===== config.mk =====
export PLATFORM = sky130hd
export DESIGN_NAME = io_host_sequencer
export DESIGN_NICKNAME = d
export VERILOG_FILES = /design/src/rtl/io_host_sequencer.sv
export SDC_FILE = /design/constraint.sdc
export NUM_CORES = 1
export LEC_CHECK = 0
export CORE_MARGIN = 2
export CORE_UTILIZATION = 45
export DETAILED_ROUTE_END_ITERATION = 10
export PLACE_DENSITY = 0.69
export SLEW_MARGIN = 20
export SYNTH_ARGS = -nofsm -noshare
export SYNTH_HDL_FRONTEND = slang
export SYNTH_SLANG_ARGS = --single-unit

===== constraint.sdc =====
create_clock -name clk -period 4.9 [get_ports clk]
set_input_delay 0.49 -clock clk [delete_from_list [all_inputs] [get_ports clk]]
set_output_delay 0.49 -clock clk [all_outputs]
set_load 0.02 [all_outputs]

===== src/rtl/io_host_sequencer.sv =====
// Host-side initiator for the accelerator pin-level IO port: turns one command word into
// shift/issue/wait pin sequences or an execution run, and returns exactly one response.
module io_host_sequencer #(
   parameter int IN_L   = 8,
   parameter int REG_L  = 32,
   parameter int OPC_L  = 4,
   parameter logic [OPC_L-1:0] OPC_NOP   = OPC_L'(0),
   parameter logic [OPC_L-1:0] OPC_SHIFT = OPC_L'(1),
   parameter logic [OPC_L-1:0] OPC_WR    = OPC_L'(2),
   parameter logic [OPC_L-1:0] OPC_RD    = OPC_L'(3),
   parameter logic [OPC_L-1:0] OPC_CFG   = OPC_L'(4),
   parameter logic [OPC_L-1:0] OPC_MON   = OPC_L'(5),
   parameter int RD_LAT = 3
) (
   input  logic             clk,
   input  logic             rst,
   input  logic             cmd_vld,
   output logic             cmd_rdy,
   input  logic [2:0]       cmd_type,
   input  logic [REG_L-1:0] cmd_payload,
   output logic             rsp_vld,
   input  logic             rsp_rdy,
   output logic [31:0]      rsp_data,
   output logic             rsp_err,
   output logic [OPC_L-1:0] io_opcode,
   output logic [IN_L-1:0]  io_in,
   input  logic [31:0]      io_out,
   output logic             reset_execution_io,
   output logic             enable_execution_io,
   input  logic             done_execution_io
);

   // state    | meaning
   // IDLE     | waiting for a command, cmd_rdy high
   // SHIFT    | payload beats out on io_in, MSB beat first
   // ISSUE    | one WR/RD/CFG/MON opcode cycle
   // WAIT     | read latency, io_out captured in the last cycle
   // RUN_RST  | one-cycle reset_execution_io pulse
   // RUN_WAIT | enable high, counting until done or timeout
   // RESP     | response held until rsp_rdy
   typedef enum logic [2:0] {
      IDLE, SHIFT, ISSUE, WAIT, RUN_RST, RUN_WAIT, RESP
   } state_t;

   localparam int N_BEATS = REG_L / IN_L;
   localparam logic [31:0] BEAT_LAST = 32'(N_BEATS - 1);
   localparam logic [31:0] RD_LAST   = 32'(RD_LAT - 1);

   localparam logic [2:0] T_WRITE  = 3'd0;
   localparam logic [2:0] T_READ   = 3'd1;
   localparam logic [2:0] T_CONFIG = 3'd2;
   localparam logic [2:0] T_MON    = 3'd3;
   localparam logic [2:0] T_RUN    = 3'd4;

   state_t             state_q, state_d;
   logic [REG_L-1:0]   sr_q, sr_d;
   logic [2:0]         type_q, type_d;
   logic [31:0]        cnt_q, cnt_d;
   logic [31:0]        rsp_data_q, rsp_data_d;
   logic               rsp_err_q, rsp_err_d;
   logic               rsp_vld_q, rsp_vld_d;
   logic [OPC_L-1:0]   io_opcode_q, io_opcode_d;
   logic [IN_L-1:0]    io_in_q, io_in_d;
   logic               rst_exec_q, rst_exec_d;
   logic               en_exec_q, en_exec_d;

   logic [31:0]        cnt_inc;
   logic [31:0]        tmo;

   assign cnt_inc = (&cnt_q) ? cnt_q : cnt_q + 32'd1;
   // RUN never shifts, so the latched payload still holds the timeout
   assign tmo     = sr_q[31:0];

   always_ff @(posedge clk or posedge rst) begin
      if (rst) begin
         state_q     <= IDLE;
         sr_q        <= '0;
         type_q      <= '0;
         cnt_q       <= '0;
         rsp_data_q  <= '0;
         rsp_err_q   <= 1'b0;
         rsp_vld_q   <= 1'b0;
         io_opcode_q <= OPC_NOP;
         io_in_q     <= '0;
         rst_exec_q  <= 1'b0;
         en_exec_q   <= 1'b0;
      end else begin
         state_q     <= state_d;
         sr_q        <= sr_d;
         type_q      <= type_d;
         cnt_q       <= cnt_d;
         rsp_data_q  <= rsp_data_d;
         rsp_err_q   <= rsp_err_d;
         rsp_vld_q   <= rsp_vld_d;
         io_opcode_q <= io_opcode_d;
         io_in_q     <= io_in_d;
         rst_exec_q  <= rst_exec_d;
         en_exec_q   <= en_exec_d;
      end
   end

   always_comb begin
      state_d    = state_q;
      sr_d       = sr_q;
      type_d     = type_q;
      cnt_d      = cnt_q;
      rsp_data_d = rsp_data_q;
      rsp_err_d  = rsp_err_q;
      case (state_q)
         IDLE: begin
            if (cmd_vld) begin
               sr_d   = cmd_payload;
               type_d = cmd_type;
               cnt_d  = '0;
               if (cmd_type == T_RUN) begin
                  state_d = RUN_RST;
               end else if (cmd_type > T_RUN) begin
                  state_d    = RESP;
                  rsp_data_d = '0;
                  rsp_err_d  = 1'b1;
               end else begin
                  state_d = SHIFT;
               end
            end
         end
         SHIFT: begin
            sr_d = sr_q << IN_L;
            if (cnt_q == BEAT_LAST) begin
               state_d = ISSUE;
               cnt_d   = '0;
            end else begin
               cnt_d = cnt_q + 32'd1;
            end
         end
         ISSUE: begin
            rsp_err_d = 1'b0;
            case (type_q)
               T_WRITE: begin
                  rsp_data_d = '0;
                  state_d    = RESP;
               end
               T_READ: begin
                  cnt_d   = '0;
                  state_d = WAIT;
               end
               default: begin
                  rsp_data_d = io_out;
                  state_d    = RESP;
               end
            endcase
         end
         WAIT: begin
            if (cnt_q == RD_LAST) begin
               rsp_data_d = io_out;
               state_d    = RESP;
            end else begin
               cnt_d = cnt_q + 32'd1;
            end
         end
         RUN_RST: begin
            cnt_d   = '0;
            state_d = RUN_WAIT;
         end
         RUN_WAIT: begin
            cnt_d = cnt_inc;
            // done wins over a timeout landing in the same cycle
            if (done_execution_io) begin
               rsp_data_d = cnt_inc;
               rsp_err_d  = 1'b0;
               state_d    = RESP;
            end else if ((tmo != 32'd0) && (cnt_inc == tmo)) begin
               rsp_data_d = tmo;
               rsp_err_d  = 1'b1;
               state_d    = RESP;
            end
         end
         RESP: begin
            if (rsp_rdy) state_d = IDLE;
         end
         default: state_d = IDLE;
      endcase
   end

   always_comb begin
      io_opcode_d = OPC_NOP;
      io_in_d     = '0;
      rst_exec_d  = 1'b0;
      en_exec_d   = 1'b0;
      rsp_vld_d   = 1'b0;
      case (state_d)
         SHIFT: begin
            io_opcode_d = OPC_SHIFT;
            io_in_d     = sr_d[REG_L-1 -: IN_L];
         end
         ISSUE: begin
            case (type_d)
               T_WRITE:  io_opcode_d = OPC_WR;
               T_READ:   io_opcode_d = OPC_RD;
               T_CONFIG: io_opcode_d = OPC_CFG;
               T_MON:    io_opcode_d = OPC_MON;
               default:  io_opcode_d = OPC_NOP;
            endcase
         end
         RUN_RST:  rst_exec_d = 1'b1;
         RUN_WAIT: en_exec_d  = 1'b1;
         RESP:     rsp_vld_d  = 1'b1;
         default:  io_opcode_d = OPC_NOP;
      endcase
   end

   assign cmd_rdy             = (state_q == IDLE);
   assign rsp_vld             = rsp_vld_q;
   assign rsp_data            = rsp_data_q;
   assign rsp_err             = rsp_err_q;
   assign io_opcode           = io_opcode_q;
   assign io_in               = io_in_q;
   assign reset_execution_io  = rst_exec_q;
   assign enable_execution_io = en_exec_q;

endmodule

==> qor.csv <==
stage,metric,value,unit
detailed_routing,Total Wirelength,27700,um
finish,layout cells sized above 1,9.952,%
global_routing,vias in the first global route,7611,
worst_setup_path,"Arr. time, crit path",4.88,ns
worst_setup_path,critical path class,flip-flop to flip-flop,
worst_hold_path,Hold EP,rsp_data[26]$_DFFE_PP0P_,
worst_setup_path,critical path required time,5.22,ns
clocking,cts repair resizes,0,
detailed_routing,drt pass-1 iters,5,
timing,"Hold Vio Cnt, Final",0,
worst_hold_path,HP Class,flip-flop to flip-flop,
clocking,Clock Latency Late Sink,0.43,ns
detailed_routing,DR DRC count,0,
worst_setup_path,CP startpoint,cnt_q[0]$_DFFE_PP0P_,
clocking,CTS buffer count,17,
logic_synthesis,"FF+latch count, synth",117,
clocking,H-tree Lvls,4,
floorplanning,core area,16700,um^2
clocking,CTS Sinks,117,
worst_setup_path,worst-path fanout max,16,
clocking,CTS Hold Buffers Added,0,
floorplanning,Initial Util,46.40,%
logic_synthesis,leading area contributor after synthesis,dfrtp_1,
finish,"most common cell after layout, fill and taps aside",nand2_1,
logic_synthesis,Synth cell types,76,
placed_design,PortBufs,119,
detailed_routing,Starting DRT DRC Count,829,
logic_synthesis,sequential share of the synthesized area,37.78,%
detailed_routing,DRT antenna net count,0,
power_and_ir_drop,worst vdd ir,0.0003525,V
timing,Slew headroom,33.20,%
outcome,status,finished clean,
worst_setup_path,crit path capture type,flip-flop,
clocking,Longest Clk Path Bufs,2,
placed_design,post-placement worst setup slack,0.4234,ns
timing,fmax,219.5,MHz
worst_setup_path,RR Startpoint,cnt_q[0]$_DFFE_PP0P_,
placed_design,placed cells,1233,
timing,Final WS setup,0.3449,ns
finish,Layout area overhead,25.04,%
clocking,CTS tree,built,
global_routing,overall routing resource usage,30.57,%
logic_synthesis,Mapped Avg Cell Area,8.184,um^2
logic_synthesis,"EDFF count, synth",0,
finish,number of diodes,0,
logic_synthesis,Mapped Area,7750,um^2
detailed_routing,via count,7942,
finish,Layout Nets,1106,
timing,post-layout minimum cycle time,4.555,ns
timing,Max Slew Vio Count,0,
worst_setup_path,Startpoint Class,flip-flop,
timing,Final period util,92.96,%
detailed_routing,vias per cell,6.278,
power_and_ir_drop,Pleak,0.004109,uW
finish,Filler cells,1543,
power_and_ir_drop,P per Cell Area,547.3,nW/um^2
finish,most frequent cells in the layout,"nand2_1, clkdlybuf4s50_1, dfrtp_1, o21ai_0, nor2_1",
timing,Setup TNS,0,ns
worst_setup_path,r2r worst-path depth,10,
floorplanning,IO Pins,121,
run,# Max-Cap Violations,0,
logic_synthesis,Yosys top cell area share,37.78,%
timing,Setup-failing EPs final,0,
floorplanning,die width,135.2,um
global_routing,total gr overflow,0,
placed_design,post-DP HPWL,19940,um
floorplanning,die area,18290,um^2
clocking,Worst-path clk slew,0.06,ns
global_routing,largest net degree at the start of global routing,63,
logic_synthesis,ys flop type,dfrtp_1,
logic_synthesis,Post-synth ARST share,100.0,%
detailed_routing,DR WL/cell,21.89,um
worst_setup_path,R2R Path End,enable_execution_io$_DFF_PP0_,
worst_setup_path,R2R setup slack,0.34,ns
worst_hold_path,WHS Path Cells,1,
timing,clk_skew,0.01069,ns
clocking,clk root buf,clkbuf_16,
finish,"non-filler cells, final",1265,
logic_synthesis,post-synthesis instance total,947,
global_routing,initial antenna violation count,1,
logic_synthesis,Synth area leaders,"dfrtp_1, nand2_1, o21ai_0",
logic_synthesis,synth warn,0,
logic_synthesis,Post-Synthesis Net Count,1021,
global_routing,first-pass GRT wire length,42880,um
timing,unrepaired setup endpoints after global routing,false,
timing,Slew @ Worst Pin,1.001,ns
floorplanning,Die Y,135.2,um
clocking,postcts setup bufs,0,
worst_hold_path,Hold Startpoint,rsp_data[26]$_DFFE_PP0P_,
placed_design,Routability Congestion,0.9967,
floorplanning,# rows,47,
==> worst max path at each step <==
stage          depth (start not counted)                             to  slack (ns)
2_1_floorplan                         13  enable_execution_io$_DFF_PP0_        1.22
3_3_place_gp                          11  enable_execution_io$_DFF_PP0_        0.51
3_5_place_dp                          11  enable_execution_io$_DFF_PP0_        0.42
4_1_cts                               11  enable_execution_io$_DFF_PP0_        0.41
5_1_grt                               12       rsp_data[10]$_DFFE_PP0P_        0.08
6_report                              10  enable_execution_io$_DFF_PP0_        0.34
==> per-stage QoR <==
step / total power [uW] / instance area (um^2) / util (%) / hold WS, ns
floorplan: 3050 / 7750 / - / 0.4799
global placement: 3945 / 9087 / 54.41 / 0.4740
detailed placement: 3966 / 9087 / 54.41 / 0.4877
CTS: 5272 / 9691 / 58.02 / 0.5038
global route: 5570 / 9691 / 58.02 / 0.5201
finish: 5303 / 9691 / 58.02 / 0.5002
==> cell usage after synthesis, drive strengths merged (10+ instances only) <==
master,number
a21oi,42
a22o,12
a22oi,26
and2,17
buf,19
clkbuf,55
dfrtp,117
inv,23
mux2,36
mux2i,10
nand2,174
nand3,40
nand4,19
nor2,48
nor3,15
nor4,28
o21ai,98
o22ai,11
o31ai,13
xnor2,19
==> cell type report <==
class | instances | area, um^2 | area share, %
clock buffer | 18 | 439.2 | 4.532
clock inverter | 14 | 163.9 | 1.691
inverter | 24 | 92.59 | 0.9555
multi-input combinational | 732 | 4443 | 45.85
sequential | 117 | 2928 | 30.21
tap | 220 | 275.3 | 2.841
timing repair buffer | 140 | 1349 | 13.92
==> flip-flops by register name, indices dropped and copies added (netlist names), 3 cells and up <==
signal,cells
cnt_q,32
rsp_data,32
sr_q,32
io_in,8
io_opcode,3
state_q,3
type_q,3
==> per-layer routing <==
metal	vias up	track usage, %	routed length (um)
met5	-	0	0
met4	0	13.08	986
met3	69	6.510	2103
met2	411	47.38	12720
met1	3838	41.54	11890
li1	3624	-	-
==> critical path, cell delays in order (launching register included) <==
cell and delay (ns):
dfrtp_1 0.53, ha_1 0.35, nand3_2 0.18, or4_1 0.86, nor4_1 0.67, nor3_1 0.19
or4_1 0.52, or4_1 0.46, nor4b_4 0.41, o31ai_2 0.12, and2_1 0.16
==> logic make-up (layout without fill, tap and decap cells) <==
kind of cell	after synthesis	after routing	share of synthesized area, %
compound gates	268	268	22.43
xor+xnor	27	27	3.423
fa+ha+maj	2	2	0.3228
buf+inv	98	196	5.134
flops	117	117	37.78
mux	46	46	6.523
other cells	1	1	0.04839
simple gates	388	388	24.35
==> where the power goes <==
group	internal, uW	switching (uW)
combinational	968	1360
clock	777	513
sequential	1240	441
total	2990	2310
Power figures use the tool's default switching activity.
